### src/rtl/pkt_tx_builder_if.sv
// Valid/ready word stream from the packet builder towards the radio/MAC.
// The builder drives the master side; the MAC (or a bench) drives tx_ready.
interface pkt_tx_builder_if #(
  parameter int WORD_WIDTH = 16
);
  logic                  tx_valid;
  logic                  tx_ready;
  logic [WORD_WIDTH-1:0] tx_data;
  logic                  tx_last;

  modport master (output tx_valid, output tx_data, output tx_last, input tx_ready);
  modport slave  (input tx_valid, input tx_data, input tx_last, output tx_ready);
endinterface

### src/rtl/pkt_tx_builder.sv
// EER-RL transmit packet builder: header/src/dest/energy/Q[/payload] words with sequence numbers
// and a periodic self-heartbeat. Define PKT_CHECKSUM_EN to append an XOR checksum word.
module pkt_tx_builder #(
  parameter int WORD_WIDTH = 16,
  parameter int HB_PERIOD  = 1000
) (
  input  logic                  clk,
  input  logic                  nrst,
  input  logic                  send_req,
  input  logic [2:0]            send_type,
  input  logic [WORD_WIDTH-1:0] myNodeID,
  input  logic [WORD_WIDTH-1:0] destinationID,
  input  logic [WORD_WIDTH-1:0] myEnergy,
  input  logic [WORD_WIDTH-1:0] myQValue,
  input  logic [WORD_WIDTH-1:0] payload,
  output logic                  busy,
  output logic                  req_err,
  output logic                  pkt_done,
  pkt_tx_builder_if.master      tx
);
  localparam int HB_W = $clog2(HB_PERIOD);
`ifdef PKT_CHECKSUM_EN
  localparam logic [4:0] LEN_CTRL = 5'd6;
  localparam logic [4:0] LEN_DATA = 5'd7;
`else
  localparam logic [4:0] LEN_CTRL = 5'd5;
  localparam logic [4:0] LEN_DATA = 5'd6;
`endif
  localparam logic [2:0] TYPE_HB   = 3'd0;
  localparam logic [2:0] TYPE_DATA = 3'd3;
  localparam logic [2:0] TYPE_MAX  = 3'd4;

  typedef enum logic [2:0] {
    S_IDLE, S_HDR, S_SRC, S_DST, S_ENERGY, S_QVAL, S_PAYLOAD
`ifdef PKT_CHECKSUM_EN
    , S_CSUM
`endif
  } state_t;

  state_t                state_q, state_d;
  logic [7:0]            seq_q, seq_d;
  logic [HB_W-1:0]       hb_cnt_q, hb_cnt_d;
  logic                  hb_pend_q, hb_pend_d;
  logic [2:0]            type_q, type_d;
  logic [WORD_WIDTH-1:0] src_q, src_d, dst_q, dst_d;
  logic [WORD_WIDTH-1:0] energy_q, energy_d, qval_q, qval_d, payload_q, payload_d;
  logic                  req_err_q, req_err_d, pkt_done_q, pkt_done_d;

  logic                  valid_w, last_w, is_data, hb_wrap, hb_due, req_legal, xfer;
  logic [WORD_WIDTH-1:0] header_w, word_w;

  // Word mux is purely a function of registered state, so data/last stay put during stalls.
  always_comb begin
    is_data  = (type_q == TYPE_DATA);
    header_w = WORD_WIDTH'({type_q, (is_data ? LEN_DATA : LEN_CTRL), seq_q});
    valid_w  = (state_q != S_IDLE);
    word_w   = '0;
    last_w   = 1'b0;
    case (state_q)
      S_HDR:     word_w = header_w;
      S_SRC:     word_w = src_q;
      S_DST:     word_w = dst_q;
      S_ENERGY:  word_w = energy_q;
      S_QVAL: begin
        word_w = qval_q;
`ifndef PKT_CHECKSUM_EN
        last_w = !is_data;
`endif
      end
      S_PAYLOAD: begin
        word_w = payload_q;
`ifndef PKT_CHECKSUM_EN
        last_w = 1'b1;
`endif
      end
`ifdef PKT_CHECKSUM_EN
      S_CSUM: begin
        word_w = header_w ^ src_q ^ dst_q ^ energy_q ^ qval_q ^ (is_data ? payload_q : '0);
        last_w = 1'b1;
      end
`endif
      default: ;
    endcase
  end

  always_comb begin
    hb_wrap    = (hb_cnt_q == HB_W'(HB_PERIOD - 1));
    hb_due     = hb_pend_q | hb_wrap;
    req_legal  = send_req && (send_type <= TYPE_MAX);
    xfer       = valid_w && tx.tx_ready;
    state_d    = state_q;
    seq_d      = seq_q;
    hb_cnt_d   = hb_wrap ? '0 : hb_cnt_q + HB_W'(1);
    hb_pend_d  = hb_due;
    type_d     = type_q;
    src_d      = src_q;
    dst_d      = dst_q;
    energy_d   = energy_q;
    qval_d     = qval_q;
    payload_d  = payload_q;
    req_err_d  = 1'b0;
    pkt_done_d = 1'b0;
    case (state_q)
      S_IDLE: begin
        req_err_d = send_req && !req_legal;
        // External request wins a collision; the due heartbeat stays pending behind it.
        if (req_legal || hb_due) begin
          state_d   = S_HDR;
          type_d    = req_legal ? send_type : TYPE_HB;
          src_d     = myNodeID;
          dst_d     = (type_d == TYPE_HB) ? '0 : destinationID;
          energy_d  = myEnergy;
          qval_d    = myQValue;
          payload_d = payload;
          if (type_d == TYPE_HB) begin
            hb_pend_d = 1'b0;
            hb_cnt_d  = '0;
          end
        end
      end
      default: begin
        if (xfer && last_w) begin
          state_d    = S_IDLE;
          seq_d      = seq_q + 8'd1;
          pkt_done_d = 1'b1;
        end else if (xfer) begin
          case (state_q)
            S_HDR:    state_d = S_SRC;
            S_SRC:    state_d = S_DST;
            S_DST:    state_d = S_ENERGY;
            S_ENERGY: state_d = S_QVAL;
`ifdef PKT_CHECKSUM_EN
            S_QVAL:    state_d = is_data ? S_PAYLOAD : S_CSUM;
            S_PAYLOAD: state_d = S_CSUM;
`else
            S_QVAL:    state_d = S_PAYLOAD;
`endif
            default:  state_d = S_IDLE;
          endcase
        end
      end
    endcase
  end

  always_ff @(posedge clk or negedge nrst) begin
    if (!nrst) begin
      state_q    <= S_IDLE;
      seq_q      <= '0;
      hb_cnt_q   <= '0;
      hb_pend_q  <= 1'b0;
      type_q     <= '0;
      src_q      <= '0;
      dst_q      <= '0;
      energy_q   <= '0;
      qval_q     <= '0;
      payload_q  <= '0;
      req_err_q  <= 1'b0;
      pkt_done_q <= 1'b0;
    end else begin
      state_q    <= state_d;
      seq_q      <= seq_d;
      hb_cnt_q   <= hb_cnt_d;
      hb_pend_q  <= hb_pend_d;
      type_q     <= type_d;
      src_q      <= src_d;
      dst_q      <= dst_d;
      energy_q   <= energy_d;
      qval_q     <= qval_d;
      payload_q  <= payload_d;
      req_err_q  <= req_err_d;
      pkt_done_q <= pkt_done_d;
    end
  end

  assign tx.tx_valid = valid_w;
  assign tx.tx_data  = word_w;
  assign tx.tx_last  = last_w;
  assign busy        = valid_w;
  assign req_err     = req_err_q;
  assign pkt_done    = pkt_done_q;
endmodule
### src/flat_wrapper.sv
// flat-port wrapper written by rule: the top's interface ports become plain ports
module pkt_tx_builder_flat 
#(
  parameter int WORD_WIDTH = 16,
  parameter int HB_PERIOD  = 1000
)
  (clk, nrst, send_req, send_type, myNodeID, destinationID, myEnergy, myQValue, payload, busy, req_err, pkt_done, tx_tx_valid, tx_tx_data, tx_tx_last, tx_tx_ready);
  pkt_tx_builder_if #(.WORD_WIDTH(WORD_WIDTH)) tx_i ();
  input  logic clk;
  input  logic nrst;
  input  logic send_req;
  input  logic [2:0] send_type;
  input  logic [WORD_WIDTH-1:0] myNodeID;
  input  logic [WORD_WIDTH-1:0] destinationID;
  input  logic [WORD_WIDTH-1:0] myEnergy;
  input  logic [WORD_WIDTH-1:0] myQValue;
  input  logic [WORD_WIDTH-1:0] payload;
  output logic busy;
  output logic req_err;
  output logic pkt_done;
  output wire logic [$bits(tx_i.tx_valid)-1:0] tx_tx_valid;
  output wire logic [$bits(tx_i.tx_data)-1:0] tx_tx_data;
  output wire logic [$bits(tx_i.tx_last)-1:0] tx_tx_last;
  input wire logic [$bits(tx_i.tx_ready)-1:0] tx_tx_ready;
  assign tx_tx_valid = tx_i.tx_valid;
  assign tx_tx_data = tx_i.tx_data;
  assign tx_tx_last = tx_i.tx_last;
  assign tx_i.tx_ready = tx_tx_ready;
  pkt_tx_builder #(.WORD_WIDTH(WORD_WIDTH), .HB_PERIOD(HB_PERIOD)) u_core (.clk(clk), .nrst(nrst), .send_req(send_req), .send_type(send_type), .myNodeID(myNodeID), .destinationID(destinationID), .myEnergy(myEnergy), .myQValue(myQValue), .payload(payload), .busy(busy), .req_err(req_err), .pkt_done(pkt_done), .tx(tx_i));
endmodule
### config.mk
export PLATFORM = sky130hd
export DESIGN_NAME = pkt_tx_builder_flat
export DESIGN_NICKNAME = d
export VERILOG_FILES = /design/src/rtl/pkt_tx_builder_if.sv /design/src/rtl/pkt_tx_builder.sv /design/src/flat_wrapper.sv
export SDC_FILE = /design/constraint.sdc
export NUM_CORES = 1
export LEC_CHECK = 0
export CORE_MARGIN = 2
export CORE_UTILIZATION = 55
export DETAILED_ROUTE_END_ITERATION = 8
export PLACE_DENSITY = 0.86
export SLEW_MARGIN = 20
export SYNTH_ARGS = -nofsm -noshare
export SYNTH_HDL_FRONTEND = slang
export SYNTH_SLANG_ARGS = --single-unit
### constraint.sdc
create_clock -name clk -period 4.8 [get_ports clk]
set_input_delay 1.2 -clock clk [delete_from_list [all_inputs] [get_ports clk]]
set_output_delay 1.2 -clock clk [all_outputs]
set_load 0.02 [all_outputs]
==> flow_summary.toml <==
[die]
start_util = 0.571
fp.dieH_um = 102
coreArea_um2 = 9330
die_w_um = 102
top_level_ports = 108
fp-row-count = 35
die-area_um2 = 10500

[sta]
rsz0062_at_grt = "no"
max_freq_mhz = 244
slew_violations = 0
tns_ns = 0
finalHoldViolCount = 0
slew_headroom = 0.345
finClkSkew_ns = 0.0173
tightest_slew_ns = 0.982
setup_viol = 0
post-route-period-util = 0.854
min_period_ns = 4.10

[power]
p_clk_frac = 0.140
peakVddDrop_v = 0.000407
p_int_uw = 2590
swShare = 0.374
p_seq_frac = 0.397
switchingPower_uw = 1550
comb_power_share = 0.463
power.leakage_uw = 0.00283
p_per_area_nw_per_um2 = 626

[clocking]
numCtsBuffers = 9
ctsRootBufferMaster = "clkbuf_8"
insertion_delay_ns = 0.37
cts.path.max_buffers = 2
cts_resized = 0
clock-sinks = 107
postCtsHoldBufs = 0
clk_pin_slew_ns = 0.10
cts_setup_buffers = 0
htree_levels = 3
tritoncts = "done"

[drt]
drtIter0Drc = 195
via_per_inst = 5.69
post-route-drc-count = 0
drt_pass1_iterations = 4
wl_mm = 12.9
num_vias = 3844
avgRoutedWirePerCell_um = 19.0
ant_nets = 0

[logic_synthesis]
synthesis.nets = 533
synthFlopType = "dfrtp_1"
syn_inst = 444
ys_seq_area_frac = 0.503
syn_area_per_cell_um2 = 12.0
ys_ff_latch = 107
async_reset_ff_frac = 1.00
yosysWarnings = 0
synth_edf_count = 0
netlist_area_um2 = 5330
yosys.cell_types.count = 44

[placement]
dpl.hpwl_mm = 8.90
gp_congestion = 0.814
place_area_um2 = 6400
port_buffers = 107

[global_routing]
grt_max_degree = 85
grt_overflow = 0
antenna_found_initial = 0
grt_use_total = 0.255
grt_pass1_vias = 4075
grt_pass1_wl_mm = 20.3

[layout]
final_common_cell = "dfrtp_1"
layout_common_cells = "107 x dfrtp_1, 106 x clkdlybuf4s50_1, 40 x mux2_4"
design_area_um2 = 6610
drive_above_1_share = 0.183
syn_to_final_growth_pct = 24.1
nNetsFinal = 630
antennaDiodeCount = 0

[hold_path]
hp-class = "register to register"

[status]
status = "finished clean"

[setup_path]
path_class = "register to output pin"
startpoint_type = "register"
cp.arrival_ns = 2.90
crit_fanout = 12
cp.required_ns = 3.60
cp-end-kind = "output pin"

[run]
drv_cap = 0
==> layout make-up <==
class / instances / area, µm²
inverter: 27 / 101
tap: 129 / 161
fill: 676 / 2720
sequential: 107 / 2680
clock inverter: 6 / 70.1
multi-input combinational: 283 / 2340
timing repair buffer: 113 / 1130
clock buffer: 10 / 138
==> sequential cells by signal, summed over array words and instances, names as in the netlist <==
signal,cells
u_core.qval_q,16
u_core.hb_cnt_q,10
u_core.energy_q,16
u_core.state_q,3
u_core.seq_q,8
u_core.req_err,1
u_core.payload_q,16
u_core.hb_pend_q,1
u_core.type_q,3
u_core.pkt_done,1
u_core.dst_q,16
u_core.src_q,16
==> routing by layer <==
metal	GRT usage	vias up	wire, µm
li1	-	1739	-
met1	0.334	1943	5390
met2	0.438	140	6530
met3	0.0342	22	675
met4	0.0872	0	258
met5	0	-	0
==> cell families after synthesis <==
logic type,after synthesis,share of synthesized area
buffers and inverters,54,0.0585
AND/OR/NAND/NOR,98,0.0841
XOR/XNOR,15,0.0247
AO/OA/AOI/OAI,63,0.0827
flip-flops,107,0.503
multiplexers,105,0.243
adder cells (fa/ha/maj),2,0.00470
==> stage by stage <==
step | worst slack [ns] | hold WS (ns) | utilization | cells | total power [µW]
floorplan | 1.91 | 0.433 | - | 444 | 2900
global placement | 1.20 | 0.449 | 0.687 | 659 | 3460
detailed placement | 1.19 | 0.456 | 0.687 | 659 | 3530
CTS | 0.754 | 0.470 | 0.709 | 675 | 4130
global route | 0.534 | 0.502 | 0.709 | 675 | 4360
finish | 0.700 | 0.466 | 0.709 | 675 | 4140
==> critical path, cell delays in order, from the launching register on <==
cell and delay, ns:
dfrtp_1 0.64, nor2b_1 0.79, a22oi_1 0.16, o221ai_1 0.29, clkdlybuf4s50_1 0.66
==> Yosys cell counts (5+ instances only) <==
| master | count | area, µm² |
|---|---|---|
| a221oi_1 | 9 | 78.8 |
| nor2_1 | 31 | 116 |
| nor3_1 | 7 | 35.0 |
| nand2_1 | 33 | 124 |
| nand3_1 | 5 | 25.0 |
| xor2_1 | 10 | 87.6 |
| mux2_4 | 40 | 601 |
| nor2b_1 | 6 | 37.5 |
| clkbuf_1 | 10 | 37.5 |
| a22oi_1 | 6 | 45.0 |
| mux2i_1 | 31 | 310 |
| xnor2_1 | 5 | 43.8 |
| a21oi_1 | 25 | 125 |
| mux2_2 | 34 | 383 |
| dfrtp_1 | 107 | 2680 |
| o221ai_1 | 5 | 43.8 |
| inv_1 | 27 | 101 |
==> power groups by stage <==
stage          clock (µW)  combinational, µW  sequential [µW]
2_1_floorplan           0               1400             1500
3_3_place_gp            0               1840             1620
3_5_place_dp            0               1890             1640
4_1_cts               582               1920             1630
5_1_grt               620               2060             1680
6_report              580               1910             1640
==> worst paths after layout <==
check	from	endpoint	slack [ns]	cells after the start
min in group asynchronous	nrst	u_core.energy_q[7]	0.98	1
max in group asynchronous	nrst	u_core.src_q[11]	2.88	2
max	u_core.state_q[1]	tx_tx_data[12]	0.70	4
min	u_core.hb_cnt_q[0]	u_core.hb_cnt_q[0]	0.47	1
min reg2reg	u_core.hb_cnt_q[0]	u_core.hb_cnt_q[0]	0.47	1
max reg2reg	u_core.state_q[0]	u_core.qval_q[1]	2.13	6
Note: power is estimated with default switching activity, not from simulation.
